## src/rtl/mdu_if.sv

```systemverilog
// Pipeline-to-MDU bus: launch handshake, MTHI/MTLO writes and the HI/LO results.
interface mdu_if;
  logic        start;
  logic [1:0]  op;
  logic [31:0] rs;
  logic [31:0] rt;
  logic        flush;
  logic        hi_we;
  logic        lo_we;
  logic [31:0] wdata;
  logic        busy;
  logic        done;
  logic [31:0] hi;
  logic [31:0] lo;

  // Execute stage drives the requests and watches busy/done.
  modport master (
    output start, op, rs, rt, flush, hi_we, lo_we, wdata,
    input  busy, done, hi, lo
  );

  // The multiply/divide unit itself.
  modport slave (
    input  start, op, rs, rt, flush, hi_we, lo_we, wdata,
    output busy, done, hi, lo
  );
endinterface

```

## src/rtl/mdu_ctrl.sv

```systemverilog
// Multi-cycle multiply/divide unit: MULT/MULTU/DIV/DIVU into HI/LO plus MTHI/MTLO.
// Magnitudes are processed unsigned (shift-add multiply, restoring divide);
// signs are stripped on launch and re-applied in the SIGN state.
module mdu_ctrl #(
  parameter int ITER = 32
) (
  input  logic clk,
  input  logic resetn,
  mdu_if.slave bus
);

  typedef enum logic [1:0] {IDLE, CALC, SIGN} state_t;

  localparam int CW = $clog2(ITER);
  localparam logic [CW-1:0] LAST = CW'(ITER - 1);

  state_t        state, state_nx;
  logic [CW-1:0] count;
  logic          is_div;
  logic          neg_res;   // product / quotient negative
  logic          neg_rem;   // remainder negative
  logic [31:0]   opb;       // multiplicand or divisor magnitude
  logic [31:0]   acc;       // product high half or partial remainder
  logic [31:0]   shreg;     // multiplier (shifting out) or quotient (shifting in)
  logic [31:0]   hi_q, lo_q;
  logic          done_q;

  logic          launch;
  logic          sgn_op;
  logic [31:0]   abs_rs, abs_rt;
  logic [32:0]   mul_sum;
  logic [32:0]   div_sh;
  logic          div_ok;
  logic [31:0]   div_rem;
  logic [63:0]   prod_fix;
  logic [31:0]   quot_fix, rem_fix;

  assign launch = (state == IDLE) && bus.start && !bus.flush;
  assign sgn_op = !bus.op[0];
  assign abs_rs = (sgn_op && bus.rs[31]) ? -bus.rs : bus.rs;
  assign abs_rt = (sgn_op && bus.rt[31]) ? -bus.rt : bus.rt;

  // One shift-add step: conditional add with carry, then shift {acc, shreg} right.
  assign mul_sum = {1'b0, acc} + (shreg[0] ? {1'b0, opb} : 33'd0);

  // One restoring-divide step: shift in the next dividend bit, trial-subtract.
  assign div_sh  = {acc, shreg[31]};
  assign div_ok  = (div_sh >= {1'b0, opb});
  assign div_rem = div_ok ? 32'(div_sh - {1'b0, opb}) : div_sh[31:0];

  // Sign post-correction; divide-by-zero forces the DIVU quotient for DIV too,
  // while the negated remainder magnitude naturally reproduces rs.
  assign prod_fix = neg_res ? -{acc, shreg} : {acc, shreg};
  assign quot_fix = (opb == 32'd0) ? 32'hFFFF_FFFF : (neg_res ? -shreg : shreg);
  assign rem_fix  = neg_rem ? -acc : acc;

  // State register with synchronous active-low reset.
  always_ff @(posedge clk) begin
    // NOTE: sequential state uses non-blocking assignments so every register
    // samples pre-edge values regardless of statement order.
    if (!resetn) state <= IDLE;
    else         state <= state_nx;
  end

  // Next-state logic; flush from any busy state returns to IDLE.
  always_comb begin
    // NOTE: default first so every path assigns state_nx and no latch is inferred.
    state_nx = state;
    unique case (state)
      IDLE:    if (launch) state_nx = CALC;
      CALC:    if (bus.flush) state_nx = IDLE;
               else if (count == LAST) state_nx = SIGN;
      SIGN:    state_nx = IDLE;
      default: state_nx = IDLE;
    endcase
  end

  // Datapath: operand latch, iterations, result write-back and MT* writes.
  always_ff @(posedge clk) begin
    // NOTE: every register here, operands included, is reset, so a reset
    // mid-operation leaves no stale magnitude or sign state behind.
    if (!resetn) begin
      count   <= '0;
      is_div  <= 1'b0;
      neg_res <= 1'b0;
      neg_rem <= 1'b0;
      opb     <= '0;
      acc     <= '0;
      shreg   <= '0;
      hi_q    <= '0;
      lo_q    <= '0;
      done_q  <= 1'b0;
    end else begin
      done_q <= 1'b0;
      unique case (state)
        IDLE: begin
          if (bus.hi_we) hi_q <= bus.wdata;
          if (bus.lo_we) lo_q <= bus.wdata;
          if (launch) begin
            count   <= '0;
            is_div  <= bus.op[1];
            neg_res <= sgn_op && (bus.rs[31] ^ bus.rt[31]);
            neg_rem <= sgn_op && bus.rs[31];
            acc     <= '0;
            // Multiply: opb=mcand, shreg=mplr. Divide: shreg=dividend, opb=divisor.
            opb     <= bus.op[1] ? abs_rt : abs_rs;
            shreg   <= bus.op[1] ? abs_rs : abs_rt;
          end
        end
        CALC: begin
          if (!bus.flush) begin
            count <= count + 1'b1;
            if (is_div) begin
              acc   <= div_rem;
              shreg <= {shreg[30:0], div_ok};
            end else begin
              acc   <= mul_sum[32:1];
              shreg <= {mul_sum[0], shreg[31:1]};
            end
          end
        end
        SIGN: begin
          if (!bus.flush) begin
            hi_q   <= is_div ? rem_fix  : prod_fix[63:32];
            lo_q   <= is_div ? quot_fix : prod_fix[31:0];
            done_q <= 1'b1;
          end
        end
        default: ;
      endcase
    end
  end

  assign bus.busy = (state != IDLE);
  assign bus.done = done_q;
  assign bus.hi   = hi_q;
  assign bus.lo   = lo_q;

endmodule
```

## src/flat_wrapper.sv

```systemverilog
// flat-port wrapper written by rule: the top's interface ports become plain ports
module mdu_ctrl_flat 
#(
  parameter int ITER = 32
)
  (clk, resetn, bus_start, bus_op, bus_rs, bus_rt, bus_flush, bus_hi_we, bus_lo_we, bus_wdata, bus_busy, bus_done, bus_hi, bus_lo);
  mdu_if bus_i ();
  input  logic clk;
  input  logic resetn;
  input wire logic [$bits(bus_i.start)-1:0] bus_start;
  input wire logic [$bits(bus_i.op)-1:0] bus_op;
  input wire logic [$bits(bus_i.rs)-1:0] bus_rs;
  input wire logic [$bits(bus_i.rt)-1:0] bus_rt;
  input wire logic [$bits(bus_i.flush)-1:0] bus_flush;
  input wire logic [$bits(bus_i.hi_we)-1:0] bus_hi_we;
  input wire logic [$bits(bus_i.lo_we)-1:0] bus_lo_we;
  input wire logic [$bits(bus_i.wdata)-1:0] bus_wdata;
  output wire logic [$bits(bus_i.busy)-1:0] bus_busy;
  output wire logic [$bits(bus_i.done)-1:0] bus_done;
  output wire logic [$bits(bus_i.hi)-1:0] bus_hi;
  output wire logic [$bits(bus_i.lo)-1:0] bus_lo;
  assign bus_i.start = bus_start;
  assign bus_i.op = bus_op;
  assign bus_i.rs = bus_rs;
  assign bus_i.rt = bus_rt;
  assign bus_i.flush = bus_flush;
  assign bus_i.hi_we = bus_hi_we;
  assign bus_i.lo_we = bus_lo_we;
  assign bus_i.wdata = bus_wdata;
  assign bus_busy = bus_i.busy;
  assign bus_done = bus_i.done;
  assign bus_hi = bus_i.hi;
  assign bus_lo = bus_i.lo;
  mdu_ctrl #(.ITER(ITER)) u_core (.clk(clk), .resetn(resetn), .bus(bus_i));
endmodule
```

## config.mk

```make
export PLATFORM = sky130hd
export DESIGN_NAME = mdu_ctrl_flat
export DESIGN_NICKNAME = d
export VERILOG_FILES = /design/src/rtl/mdu_if.sv /design/src/rtl/mdu_ctrl.sv /design/src/flat_wrapper.sv
export SDC_FILE = /design/constraint.sdc
export NUM_CORES = 1
export LEC_CHECK = 0
export CORE_AREA = 4 4 250 252
export DETAILED_ROUTE_END_ITERATION = 16
export DIE_AREA = 0 0 254 256
export MAX_ROUTING_LAYER = met4
export PLACE_DENSITY = 0.46
export SYNTH_ARGS = -nofsm -noshare
export SYNTH_HDL_FRONTEND = slang
export SYNTH_SLANG_ARGS = --single-unit
```

## constraint.sdc

```tcl
create_clock -name clk -period 3 [get_ports clk]
set_clock_uncertainty 0.1 [all_clocks]
set_input_delay 0.9 -clock clk [delete_from_list [all_inputs] [get_ports clk]]
set_output_delay 0.9 -clock clk [all_outputs]
set_load 0.02 [all_outputs]
```

# After elaboration in Yosys (flattened, before gate mapping)
# Cells that the tools add are included.
classes:
  addsub: 8
  order_cmp: 1
  n_eq_ne: 9
  n_mux: 34
  bitwise: 1
  reduce_logical: 18
op_table:
  columns: ["cell", "n"]
  rows:
  - ["$mux W32", 21]
  - ["$pmux W32 S2", 4]
  - ["$neg A32 Y32", 4]
  - ["$mux W64", 1]
  - ["$neg A64 Y64", 1]
  - ["$add A32 B32 Y33", 1]
  - ["$ge A33 B32 Y1", 1]
  - ["$logic_not A32 Y1", 1]
  - ["$sub A32 B32 Y32", 1]
  - ["$mux W5", 2]
  - ["$pmux W5 S2", 1]
  - ["$reduce_and A3 Y1", 3]
  - ["$ne A2 B2 Y1 const B", 4]
  - ["$mux W2", 3]
  - ["$reduce_and A2 Y1", 3]
  - ["$reduce_bool A2 Y1", 3]
  - ["$add A5 B1 Y5 const B", 1]
  - ["$eq A5 B5 Y1 const B", 1]
  - ["$logic_and A1 B1 Y1", 5]
  - ["$pmux W2 S2", 1]
  - ["$ne A3 B2 Y1 const B", 1]
  - ["$eq A2 B1 Y1 const B", 1]
  - ["$eq A2 B2 Y1 const B", 1]
  - ["$logic_not A1 Y1", 2]
  - ["other kinds (4)", 4]
word_totals:
  reg_bits: 171
  in_bits: 104
  output_inout_bits: 66
  wordCells: 82

# Longest topological paths before layout
depth:
  word_depth: 6
  ltp_mapped: 14
  mapped_depth_nobuf: 13

# Least setup slack after synthesis
# OpenSTA, ideal clock, no wires.
synth_path:
  kind: "reg2reg"
  from: "register u_core.shreg[0]"
  to: "register u_core.acc[27]"
  setup_ns: 0.122
  t_arrival_ns: 2.934
  required_time_ns: 2.778
  setup_slack_ns: -0.156
  path_stages_with_launch: 14
  path_buffers: 1
  period_less_slack_ns: 3.156
  path_cell_list: "dfxtp_1 inv_1 clkbuf_1 nor2_1 ha_1 and3_1 o211ai_1 a31o_2 a2111o_1 a31oi_1 o211ai_1 o21ai_0 mux2i_1 a221o_1"
synth_between:
  elab_chain_cells: 5
synth_lines:
  columns: ["item", "line_no", "text"]
  rows:
  - ["from (decl)", "mdu_ctrl.sv:24", "logic [31:0] shreg;"]
  - ["from (signal assigned)", "mdu_ctrl.sv:107", "shreg <= bus.op[1] ? abs_rs : abs_rt;"]
  - ["from (signal assigned)", "mdu_ctrl.sv:115", "shreg <= {shreg[30:0], div_ok};"]
  - ["from (signal assigned)", "mdu_ctrl.sv:118", "shreg <= {mul_sum[0], shreg[31:1]};"]
  - ["$mux W32", "mdu_ctrl.sv:44", "assign mul_sum = {1'b0, acc} + (shreg[0] ? {1'b0, opb} : 33'd0);"]
  - ["$add A32 B32 Y33", "mdu_ctrl.sv:44", null]
  - ["$mux W32", "mdu_ctrl.sv:113", "if (is_div) begin"]
  - ["$mux W32", "mdu_ctrl.sv:111", "if (!bus.flush) begin"]
  - ["$pmux W32 S2", "mdu_ctrl.sv:95", "unique case (state)"]
  - ["to (signal assigned)", "mdu_ctrl.sv:114", "acc <= div_rem;"]
  - ["to (signal assigned)", "mdu_ctrl.sv:117", "acc <= mul_sum[32:1];"]
  - ["to (decl)", "mdu_ctrl.sv:23", "logic [31:0] acc;"]
# Every way passes these cells. The select of a mux whose other input is x is not followed.
# A chain may end at the register's enable or synchronous reset.

# Worst setup path in the final report
# Same ends and word-level chain as after synthesis.

==> results.md <==
- Compared with the post-synthesis result, the final layout area differs by 51.1%.
- In the layout the commonest cells are 464 x sky130_fd_sc_hd__buf_4, 230 x sky130_fd_sc_hd__nand2_1, 201 x sky130_fd_sc_hd__nor2_1, 168 x sky130_fd_sc_hd__a21oi_1, 159 x sky130_fd_sc_hd__dfxtp_1.
- The total non-filler cell area in the finished layout is around 0.023 mm2.
- The number of max-cap violations is 0.
- The capture instance of the worst register-to-register path is u_core.acc[27]$_SDFFE_PN0P_.
- The synthesized-area fraction occupied by ao, oa, aoi and oai cells was 0.281.
- For this run, the detailed router's first-pass iteration total came to 6.
- Once detailed placement completed, the half-perimeter wirelength came to 56,500 um.
- Of the total synthesized cell area, the portion taken by AND, OR, NAND and NOR gates is 0.226.
- The number of enable flip-flop cells after synthesis is 0.
- The classification of the worst-slack hold path is reg -> reg.
- For this design, the sink count on the clock tree is between 150 and 200.
- In the final layout, the share of cells above drive strength 1 is 0.273.
- The area of the multi-input gates is approximately 0.011 mm2.
- The worst hold path passes through 2 cells.
- For this block, wires on met1 add up to ~30,000 um.
- Counting cells, the worst reg-to-reg path comes to 13.
- The number of hold-slack violations in the final timing report is 0.
- After global routing the overflow that remains totals 0.
- The most common library cell in the layout ignoring fill and taps is sky130_fd_sc_hd__buf_4.
- The clock tree synthesis step divided the H-tree into 4 levels.
- The detailed-route wire length per cell is between 20 and 25 um.
- The cell row count is 90.
- The share of the Yosys chip area taken by registers is 0.230.
- In the finished design, the share of the clock period the worst path needs comes to 1.07.
- The sum of buffers and inverters on the critical path is 1.
- The final period demand of the worst path is 3.22 ns.
- The async set-reset flop share out of synthesis is 0.
- Prior to clock tree synthesis, the placed netlist has a worst setup slack of -0.618 ns.
- For the pin with the worst max-slew slack, the measured transition is just over 0.8 ns.
- The clock passes through at most 2 buffers.
- The worst setup path is of the reg -> reg kind.
- Across the VDD grid, the largest voltage drop is about 0.39 mV.
- The netlist area before placement is between 0.01 and 0.015 mm2.
- The floorplan step defined a die boundary enclosing between 0.06 and 0.07 mm2.
- In this run the power density over the cells is between 300 and 400 mW/mm2.
- The number of antenna diodes is 0.
- Of the total synthesized cell area, the portion taken by XOR and XNOR cells is 0.0976.
- Setup violations remaining at the end of the flow were counted as 12.
- The critical path goes through and2_4, ha_4, inv_2, fa_2, nor2b_4, o31ai_4, a31o_4, a2111o_1, a31oi_4, o211ai_1, o21ai_1, mux2i_1, a221o_1.
- The routability-driven placement congestion ratio is ~0.93.
- The detailed router used layers up to and including met4.
- The first global-routing pass estimated 105,000 um of wire.
- The clock tree root buffer cell is sky130_fd_sc_hd__clkbuf_16.
- The count of distinct cell types in the synthesized netlist is 91.
- The region available for standard cell placement spans 0.0601 mm2.
- Setup repair after global routing could not meet its margin everywhere.
- The smallest setup slack after layout is -0.223 ns.
- The portion of synthesized area spent on multiplexers is 0.0456.
- The post-detailed-route DRC marker count is 0.
- The number of design-rule violations left by the first detailed-router iteration is around 1,300.
- The final reports fail on negative setup slack.
- The overall die width is ~250 um.
- The worst hold path begins at u_core.bus.hi[29]$_SDFFE_PN0P_.
- The number of global-route vias before repair is 17,400.
- For this block, the via count after detailed routing is between 15,000 and 20,000.
- The hold buffer count at cts is 0.
- The data arrival time of the worst path is about 3.5 ns.
- The later pin in the worst-skew pair is clocked with a latency of around 0.50 ns.
- At the worst endpoint, the required time is 3.29 ns.
- The clock buffer count from CTS is 17.
- Static timing analysis puts the maximum clock frequency at slightly above 0.3 GHz.
- Of all nets on the critical path, the largest fanout is 4.
- Counting every instance in the synthesized netlist gives between 2,000 and 2,500.
- The most used flip-flop cell after synthesis is sky130_fd_sc_hd__dfxtp_1.
- Summing all placed instances gives a cell area of 0.0207 mm2.
- The footprint of the flip-flops and latches is 0.00345 mm2.
- Across every metal layer, demand over resource in global routing totals 0.215.
- The dominant combinational cell family by area after synthesis is compound AO/OA/AOI/OAI gates.
- The number of storage elements in the synthesis netlist is approximately 170.
- TritonCTS built the clock tree.
- The clock-pin slew on the worst setup and hold paths is 0.08 ns.
- The synthesized-area fraction occupied by adder cells is 0.0615.
- The count of buffers from port buffering is 169.
- Fill cells in the final layout number ~6,300.
- Counting every net in the synthesized netlist gives about 2,200.
- The average via count per standard cell is between 5 and 6.
- Dividing the synthesized area by the synthesized cell count gives approximately 7.2 um2.
- The slowest stage cell on the critical path is sky130_fd_sc_hd__a2111o_1.
- The final wirelength is ~70,000 um.
- The remaining antenna violation count is 0.
- The worst slew margin relative to its limit is 0.447.
- The reg-to-reg setup timing slack is -0.22 ns.
- For this run, the number of Yosys warnings is 0.
- The met2 wire length is between 30,000 and 40,000 um.
- The delay of the slowest cell on the worst path is between 0.5 and 0.6 ns.
- The initial standard-cell utilization of the core is 0.248.
- The dominant delay contributor by cell family on the critical path is compound AO/OA/AOI/OAI gates.
- The count of pins over their slew limit was 0.
- The terminating pin of the worst hold path is u_core.bus.hi[29]$_SDFFE_PN0P_.
- The leakage component of the power is about 0.0094 uW.
- The number of primary I/O pins is 170.
- The die height is 256 um.
- For this run, the post-layout net count is roughly 2,800.
- The endpoint type of the worst setup path is a flop.
- After detailed routing, the met3 layer carries 3610 um of wire.
- The worst register-to-register path begins at u_core.shreg[0]$_SDFFE_PN0P_.
- The worst setup path is launched from a flop.
- The number of antenna violations at the first check in global routing was 0.
- The largest net degree at the start of global routing is 74.
- The flow ran to the end, but the final reports show violations.
[cells in the mapped netlist (all sizes together) (8+ instances only)]
| master | number | share of area |
|---|---|---|
| a22oi | 10 | 0.0050 |
| or2 | 8 | 0.0034 |
| o41ai | 9 | 0.0058 |
| xnor2 | 107 | 0.063 |
| mux2i | 60 | 0.040 |
| nor2b | 19 | 0.0080 |
| and3 | 15 | 0.0063 |
| nand3 | 45 | 0.015 |
| or4 | 10 | 0.0058 |
| nand2b | 20 | 0.0084 |
| o211ai | 39 | 0.020 |
| a21o | 18 | 0.0091 |
| xor2 | 59 | 0.035 |
| nor2 | 206 | 0.052 |
| nor4 | 27 | 0.014 |
| nor3 | 51 | 0.018 |
| o22ai | 14 | 0.0059 |
| and2 | 20 | 0.0084 |
| a21oi | 195 | 0.066 |
| dfxtp | 171 | 0.23 |
| nand4 | 12 | 0.0050 |
| or3 | 12 | 0.0054 |
| a31oi | 25 | 0.011 |
| o221ai | 35 | 0.021 |
| ha | 70 | 0.059 |
| o21a | 15 | 0.0076 |
| a311oi | 15 | 0.0092 |
| buf | 16 | 0.0069 |
| o31ai | 24 | 0.012 |
| nand2 | 234 | 0.059 |
| o21ai | 160 | 0.054 |
| clkbuf | 121 | 0.031 |
| inv | 78 | 0.020 |
| a211oi | 29 | 0.015 |
[power breakdown]
group | switching, uW | internal [uW] | total [uW]
logic | 1590 | 1390 | 2990
registers | 112 | 2400 | 2510
clock network | 1120 | 1140 | 2270
total | 2830 | 4930 | 7760
[what timing repair did]
action	in CTS	in global routing
buffers inserted	13	26
resized for setup	67	170
endpoints found under the hold margin	0	0
pin swaps	26	106
cloned	0	2
setup endpoints to repair	56	91
[layout make-up]
cell class,instances,share of cell area
multi-input combinational,1670,0.511
sequential,171,0.153
tap,782,0.0435
timing repair buffer,666,0.253
inverter,80,0.0137
clock inverter,12,0.00467
clock buffer,20,0.0207
[worst max path at each step]
stage,start,endpoint,slack (ns),cells after the start
floorplan,u_core.opb[1]$_SDFFE_PN0P_,u_core.acc[27]$_SDFFE_PN0P_,-0.009,12
global placement,bus_rs[8],u_core.opb[31]$_SDFFE_PN0P_,-0.61,11
detailed placement,bus_rs[8],u_core.opb[31]$_SDFFE_PN0P_,-0.62,11
CTS,u_core.shreg[0]$_SDFFE_PN0P_,u_core.acc[27]$_SDFFE_PN0P_,-0.23,13
global route,u_core.shreg[0]$_SDFFE_PN0P_,u_core.acc[27]$_SDFFE_PN0P_,-0.32,13
finish,u_core.shreg[0]$_SDFFE_PN0P_,u_core.acc[27]$_SDFFE_PN0P_,-0.22,13
[registers in the layout, indices dropped and copies added (netlist names)]
signal / count
u_core.acc: 32
u_core.bus.done: 1
u_core.bus.hi: 32
u_core.bus.lo: 32
u_core.count: 5
u_core.is_div: 1
u_core.neg_rem: 1
u_core.neg_res: 1
u_core.opb: 32
u_core.shreg: 32
u_core.state: 2
[metrics by stage]
stage / util / power (uW) / hold slack (ns) / TNS (ns) / std cells
floorplan: - / 3930 / 0.332 / -0.00879 / 2057
global placement: 0.344 / 5270 / 0.343 / -28.46 / 3331
CTS: 0.360 / 7630 / 0.357 / -2.10 / 3376
global route: 0.374 / 8100 / 0.377 / -3.71 / 3401
finish: 0.374 / 7760 / 0.357 / -1.15 / 3401
detailed placement: 0.344 / 5280 / 0.345 / -31.02 / 3331
[metal layers]
metal / GRT usage / vias to the layer above
met5: - / -
met2: 0.369 / 491
li1: - / 8558
met4: 0.0603 / 0
met3: 0.0291 / 93
met1: 0.265 / 8524
[kinds of logic (layout without fill, tap and decap cells)]
logic type / Yosys count / after routing
AO/OA/AOI/OAI: 657 / 658
XOR/XNOR: 166 / 166
adder cells (fa/ha/maj): 72 / 72
buffers and inverters: 217 / 778
flip-flops: 171 / 171
multiplexers: 67 / 67
AND/OR/NAND/NOR: 707 / 707
[worst min-delay path: stages (launching register included)]
cell	delay [ns]
sky130_fd_sc_hd__dfxtp_1	0.32
sky130_fd_sc_hd__nand2_1	0.05
sky130_fd_sc_hd__o21ai_1	0.05
No activity file was read; power rests on OpenSTA's default activity.
==> RTL change 1 (same flow settings) <==
`ITER` is set to 32 in 2 places; all go to 64.
--- a/src/rtl/mdu_ctrl.sv
+++ b/src/rtl/mdu_ctrl.sv
@@ -3,5 +3,5 @@
 // signs are stripped on launch and re-applied in the SIGN state.
 module mdu_ctrl #(
-  parameter int ITER = 32
+  parameter int ITER = 64
 ) (
   input  logic clk,
--- a/src/flat_wrapper.sv
+++ b/src/flat_wrapper.sv
@@ -2,5 +2,5 @@
 module mdu_ctrl_flat 
 #(
-  parameter int ITER = 32
+  parameter int ITER = 64
 )
   (clk, resetn, bus_start, bus_op, bus_rs, bus_rt, bus_flush, bus_hi_we, bus_lo_we, bus_wdata, bus_busy, bus_done, bus_hi, bus_lo);
Function: no difference found for any inputs over 4 cycles, from zero or initial values and one cycle with resetn low; that may be too few to reach the edited logic, so the function may still have changed.
==> RTL change 1 against the unedited design <==
The run still ends with setup timing left; area after synthesis is essentially flat; final area grew 4.3%; setup slack gained 0.099 ns; sequential cell count grew 1; combinational power grew 4%; global-route usage grew 0.15 points; routed wire length grew 1.2%; via count shrank 0.56%; synthesized cell count shrank 2.4%; power grew 2.4%; cell count shrank 0.50%; sequential share of layout area shrank 0.47 points; highest routed layer unchanged.
==> RTL change 1: results (changes against the unedited design) <==
metric,value,unit,change
status,finished with violations,,
failing checks,setup timing,,
XOR/XNOR share of the synthesized area,10.4,%,+0.64 points
Final Wtd Congestion,0.942,,+1.6%
Worst Setup Slack post-DPL,-0.758,ns,-0.139 ns
largest net degree at the start of global routing,71,,-4.1%
vias,17600,,-0.56%
fin worst setup slack,-0.124,ns,+0.0987 ns
Post-Syn Nets,2182,,-2.3%
worst-path cell with the longest stage delay,dfxtp_4,,
clk_lat worst skew,0.47,ns,-0.03 ns
met2 usage,34.5,%,-2.4 points
Clock Power Share,28.9,%,-0.3 points
global routing usage on met3,3.03,%,+0.12 points
first-pass GRT wire length,106,mm,+0.92%
Least-Margin Pin Slew,0.624,ns,-0.205 ns
Post-Route M1 WL,33.0,mm,+10%
final setup violation count,8,,-4
Global Route Usage Sum,21.7,%,+0.15 points
DRT Pass-1 Iters,5,,-1
most instantiated cells after synthesis,"nor2_1, a21oi_1, nand2_1",,
mux share of post-synthesis cell area,4.67,%,+0.11 points
critical path arrival,3.38,ns,-0.14 ns
metal2 WL,33.3,mm,-5.1%
ranking of synthesized cells by area,"dfxtp_1, a21oi_1, ha_1",,
crit path max fanout,7,,+3
peak supply drop,455,µV,+17%
RR Endpoint,u_core.acc[21]$_SDFFE_PN0P_,,
Layout Cells excl Fill,3384,,-0.50%
post-synthesis cell type count,99,,+8.8%
initial antenna violation count,2,,+2
## RTL change 1: changes by cell type after synthesis, moves of 12 or more
cell,before,now
a211oi_1,29,42
a21o_1,18,33
inv_1,78,65
nand2_1,234,181
nor2_1,206,224
o21ai_1,4,16
o221ai_1,35,23
xnor2_1,107,91
xor2_1,59,86
## RTL change 1: worst reg2reg max path, delay by kind of cell (launching register included)
kind	cells	cell delay, ns
AO/OA/AOI/OAI	6	1.46
XOR/XNOR	1	0.09
adder cells (fa/ha/maj)	1	0.22
buffers and inverters	4	0.59
flip-flops	1	0.44
AND/OR/NAND/NOR	1	0.13
## RTL change 1: how the worst max path moves through the flow
stage	startpoint	to	depth (start not counted)
2_1_floorplan	bus_rt[14]	u_core.shreg[23]$_SDFFE_PN0P_	9
3_3_place_gp	bus_rt[14]	u_core.shreg[25]$_SDFFE_PN0P_	10
3_5_place_dp	bus_rt[14]	u_core.shreg[25]$_SDFFE_PN0P_	10
4_1_cts	u_core.shreg[0]$_SDFFE_PN0P_	u_core.acc[28]$_SDFFE_PN0P_	15
5_1_grt	u_core.shreg[0]$_SDFFE_PN0P_	u_core.acc[21]$_SDFFE_PN0P_	14
6_report	u_core.shreg[0]$_SDFFE_PN0P_	u_core.acc[21]$_SDFFE_PN0P_	13
## RTL change 1: cell type report
type	instances	area, µm²	share of cell area [%]
diodes	1	2.50	0.0107
clock buffers	18	429	1.83
clock inverters	13	141	0.602
inverters	67	267	1.13
multi-input cells	1634	12100	51.7
flip-flops and latches	172	3490	14.8
well taps	782	978	4.17
repair buffers	696	6010	25.6
repair inverters	1	16.3	0.0693
## RTL change 1: timing repair
item                                    CTS  global route
gates resized for setup                 194           200
buffers inserted                         43            27
endpoints found under the hold margin     0             0
pin swaps                                99           101
endpoints found under the setup margin   87           105
gates cloned                              3             0
==> RTL change 2 (config.mk and constraints unchanged) <==
Without the edit above. The 3 states of `state_t` get a one-hot encoding in 3 bits.
--- a/src/rtl/mdu_ctrl.sv
+++ b/src/rtl/mdu_ctrl.sv
@@ -10,5 +10,5 @@
 );
 
-  typedef enum logic [1:0] {IDLE, CALC, SIGN} state_t;
+  typedef enum logic [2:0] {IDLE = 3'b001, CALC = 3'b010, SIGN = 3'b100} state_t;
 
   localparam int CW = $clog2(ITER);
Behaviour: same outputs for any inputs over 4 cycles, from zero or initial values and one cycle with resetn low; so few cycles prove little.
==> RTL change 2 against the unedited design <==
The run still ends with setup timing left; non-clock buffer count shrank 4; final area is 1.6% higher; sequential cell count increased by 1; area after synthesis fell by 0.65%; utilization grew 0.58 points; setup slack improved by 0.19 ns; routed wire length grew 0.34%; power is 0.10% lower; first-iteration DRC count down 0.15%; sequential share of layout area is 0.061 points lower; maximum frequency grew 6.4%; critical endpoint is now u_core.acc[12]$_SDFFE_PN0P_.
==> RTL change 2: results (changes against the unedited design) <==
metric,value,unit,change
status,finished with violations,,
failing checks,setup timing,,
largest net degree at the start of global routing,74,,unchanged
ys async rst share,0,%,unchanged
Global Route Usage Sum,21.4,%,-0.14 points
Main synth FF type,dfxtp_1,,
Post-synth EDFFs,0,,unchanged
number of diodes,0,,unchanged
initial antenna violation count,0,,unchanged
Clock transition at path regs,0.08,ns,about the same
Least-Margin Pin Slew,1.16,ns,+0.328 ns
Num CTS Buffers,17,,unchanged
Root Driver,clkbuf_16,,
Static Leakage,9.19,nW,-2.4%
R2R Path Start,u_core.opb[5]$_SDFFE_PN0P_,,
port buffer count,169,,unchanged
Final Wtd Congestion,0.944,,+1.7%
final setup violation count,1,,-11
crit path max fanout,6,,+2
metal2 WL,32.4,mm,-7.6%
filler instances,6354,,+0.40%
worst hold path class,reg2reg,,
Max Used Layer,met4,,
Iter 0 DRT Violations,1341,,-0.15%
peak supply drop,409,µV,+5.6%
wire per inst,20.9,µm,+0.75%
worst-path cell with the longest stage delay,a2111oi_4,,
clk buf depth,2,,unchanged
DRT Pass-1 Iters,5,,-1
critical path launch point type,register,,
critical path arrival,3.28,ns,-0.24 ns
CP peak stage delay,0.41,ns,-0.11 ns
ranking of synthesized cells by area,"dfxtp_1, xnor2_1, nand2_1",,
Nets,2768,,-0.50%
Post-Syn Nets,2218,,-0.67%
share of layout cells above drive strength 1,30.0,%,+2.7 points
fin worst setup slack,-0.0281,ns,+0.194 ns
vias,17500,,-0.87%
Post-Route M1 WL,33.4,mm,+12%
clk_lat worst skew,0.47,ns,-0.03 ns
H-tree levels,4,,unchanged
most instantiated cells after synthesis,"nand2_1, o21ai_0, a21oi_1",,
setup TNS,-0.0281,ns,+1.12 ns
worst hold path startpoint,u_core.bus.hi[26]$_SDFFE_PN0P_,,
DR WL met3,2.89,mm,-20%
first-pass GRT wire length,106,mm,+0.22%
vias in the first global route,17300,,-0.17%
yosys warns,0,,unchanged
register area share after synthesis,23.3,%,+0.28 points
Detailed Place HPWL,56.8,mm,+0.68%
post-synthesis cell type count,77,,-15%
[RTL change 2: metal layers]
layer  GRT usage, %  up-vias
met5              -        -
met4           5.85        0
met1           29.4     8474
li1               -     8498
met3           2.02       82
met2           33.6      458
[RTL change 2: logic make-up (layout without fill, tap and decap cells)]
| family | Yosys count | in the layout | synth area share, % |
|---|---|---|---|
| flops | 172 | 172 | 23.3 |
| xor+xnor | 170 | 170 | 10.1 |
| simple gates | 675 | 675 | 21.6 |
| compound gates | 684 | 684 | 29.4 |
| fa+ha+maj | 72 | 72 | 6.19 |
| buf+inv | 211 | 774 | 5.47 |
| mux | 58 | 58 | 3.95 |
[RTL change 2: metrics by stage]
stage | cell area, µm² | setup WS (ns) | instances | hold WS [ns] | util (%)
after floorplan | 14800 | -0.166 | 2042 | 0.342 | -
after global placement | 20500 | -0.868 | 3318 | 0.338 | 34.1
after detailed placement | 20500 | -0.831 | 3318 | 0.346 | 34.1
after CTS | 21700 | -0.0596 | 3357 | 0.356 | 36.0
after global routing | 22900 | -0.149 | 3387 | 0.374 | 38.0
final | 22900 | -0.0281 | 3387 | 0.351 | 38.0
[RTL change 2: path summary, 6_finish.rpt]
path                                                        to  slack [ns]  depth (start not counted)
worst max-delay path               u_core.acc[12]$_SDFFE_PN0P_       -0.03                         13
worst min register to register  u_core.bus.hi[26]$_SDFFE_PN0P_        0.35                          2
worst max register to register     u_core.acc[12]$_SDFFE_PN0P_       -0.03                         13
worst min-delay path            u_core.bus.hi[26]$_SDFFE_PN0P_        0.35                          2
[RTL change 2: critical path, delay by kind of cell, from the launching register on]
family	cells	cell delay (ns)
AND/OR/NAND/NOR	2	0.34
AO/OA/AOI/OAI	5	1.05
adder cells (fa/ha/maj)	1	0.22
buffers and inverters	3	0.39
flip-flops	1	0.38
multiplexers	2	0.41
[RTL change 2: timing repair]
action                     in CTS  in global routing
buffers inserted                7                 30
pin swaps                      45                113
setup endpoints to repair      65                 70
gates cloned                    0                  4
gates resized for setup       124                225
[RTL change 2: power by group]
part	total, W	internal, W	switching (W)
clock network	0.00235	0.00128	0.00107
registers	0.00250	0.00240	0.000102
logic	0.00290	0.00138	0.00152
total	0.00776	0.00506	0.00270
[RTL change 2: layout make-up]
class	instances	share of cell area (%)
clock buffer	20	2.00
clock inverter	12	0.602
timing repair buffer	662	24.7
tap	782	4.28
inverter	80	1.46
multi-input combinational	1659	51.7
sequential	172	15.3
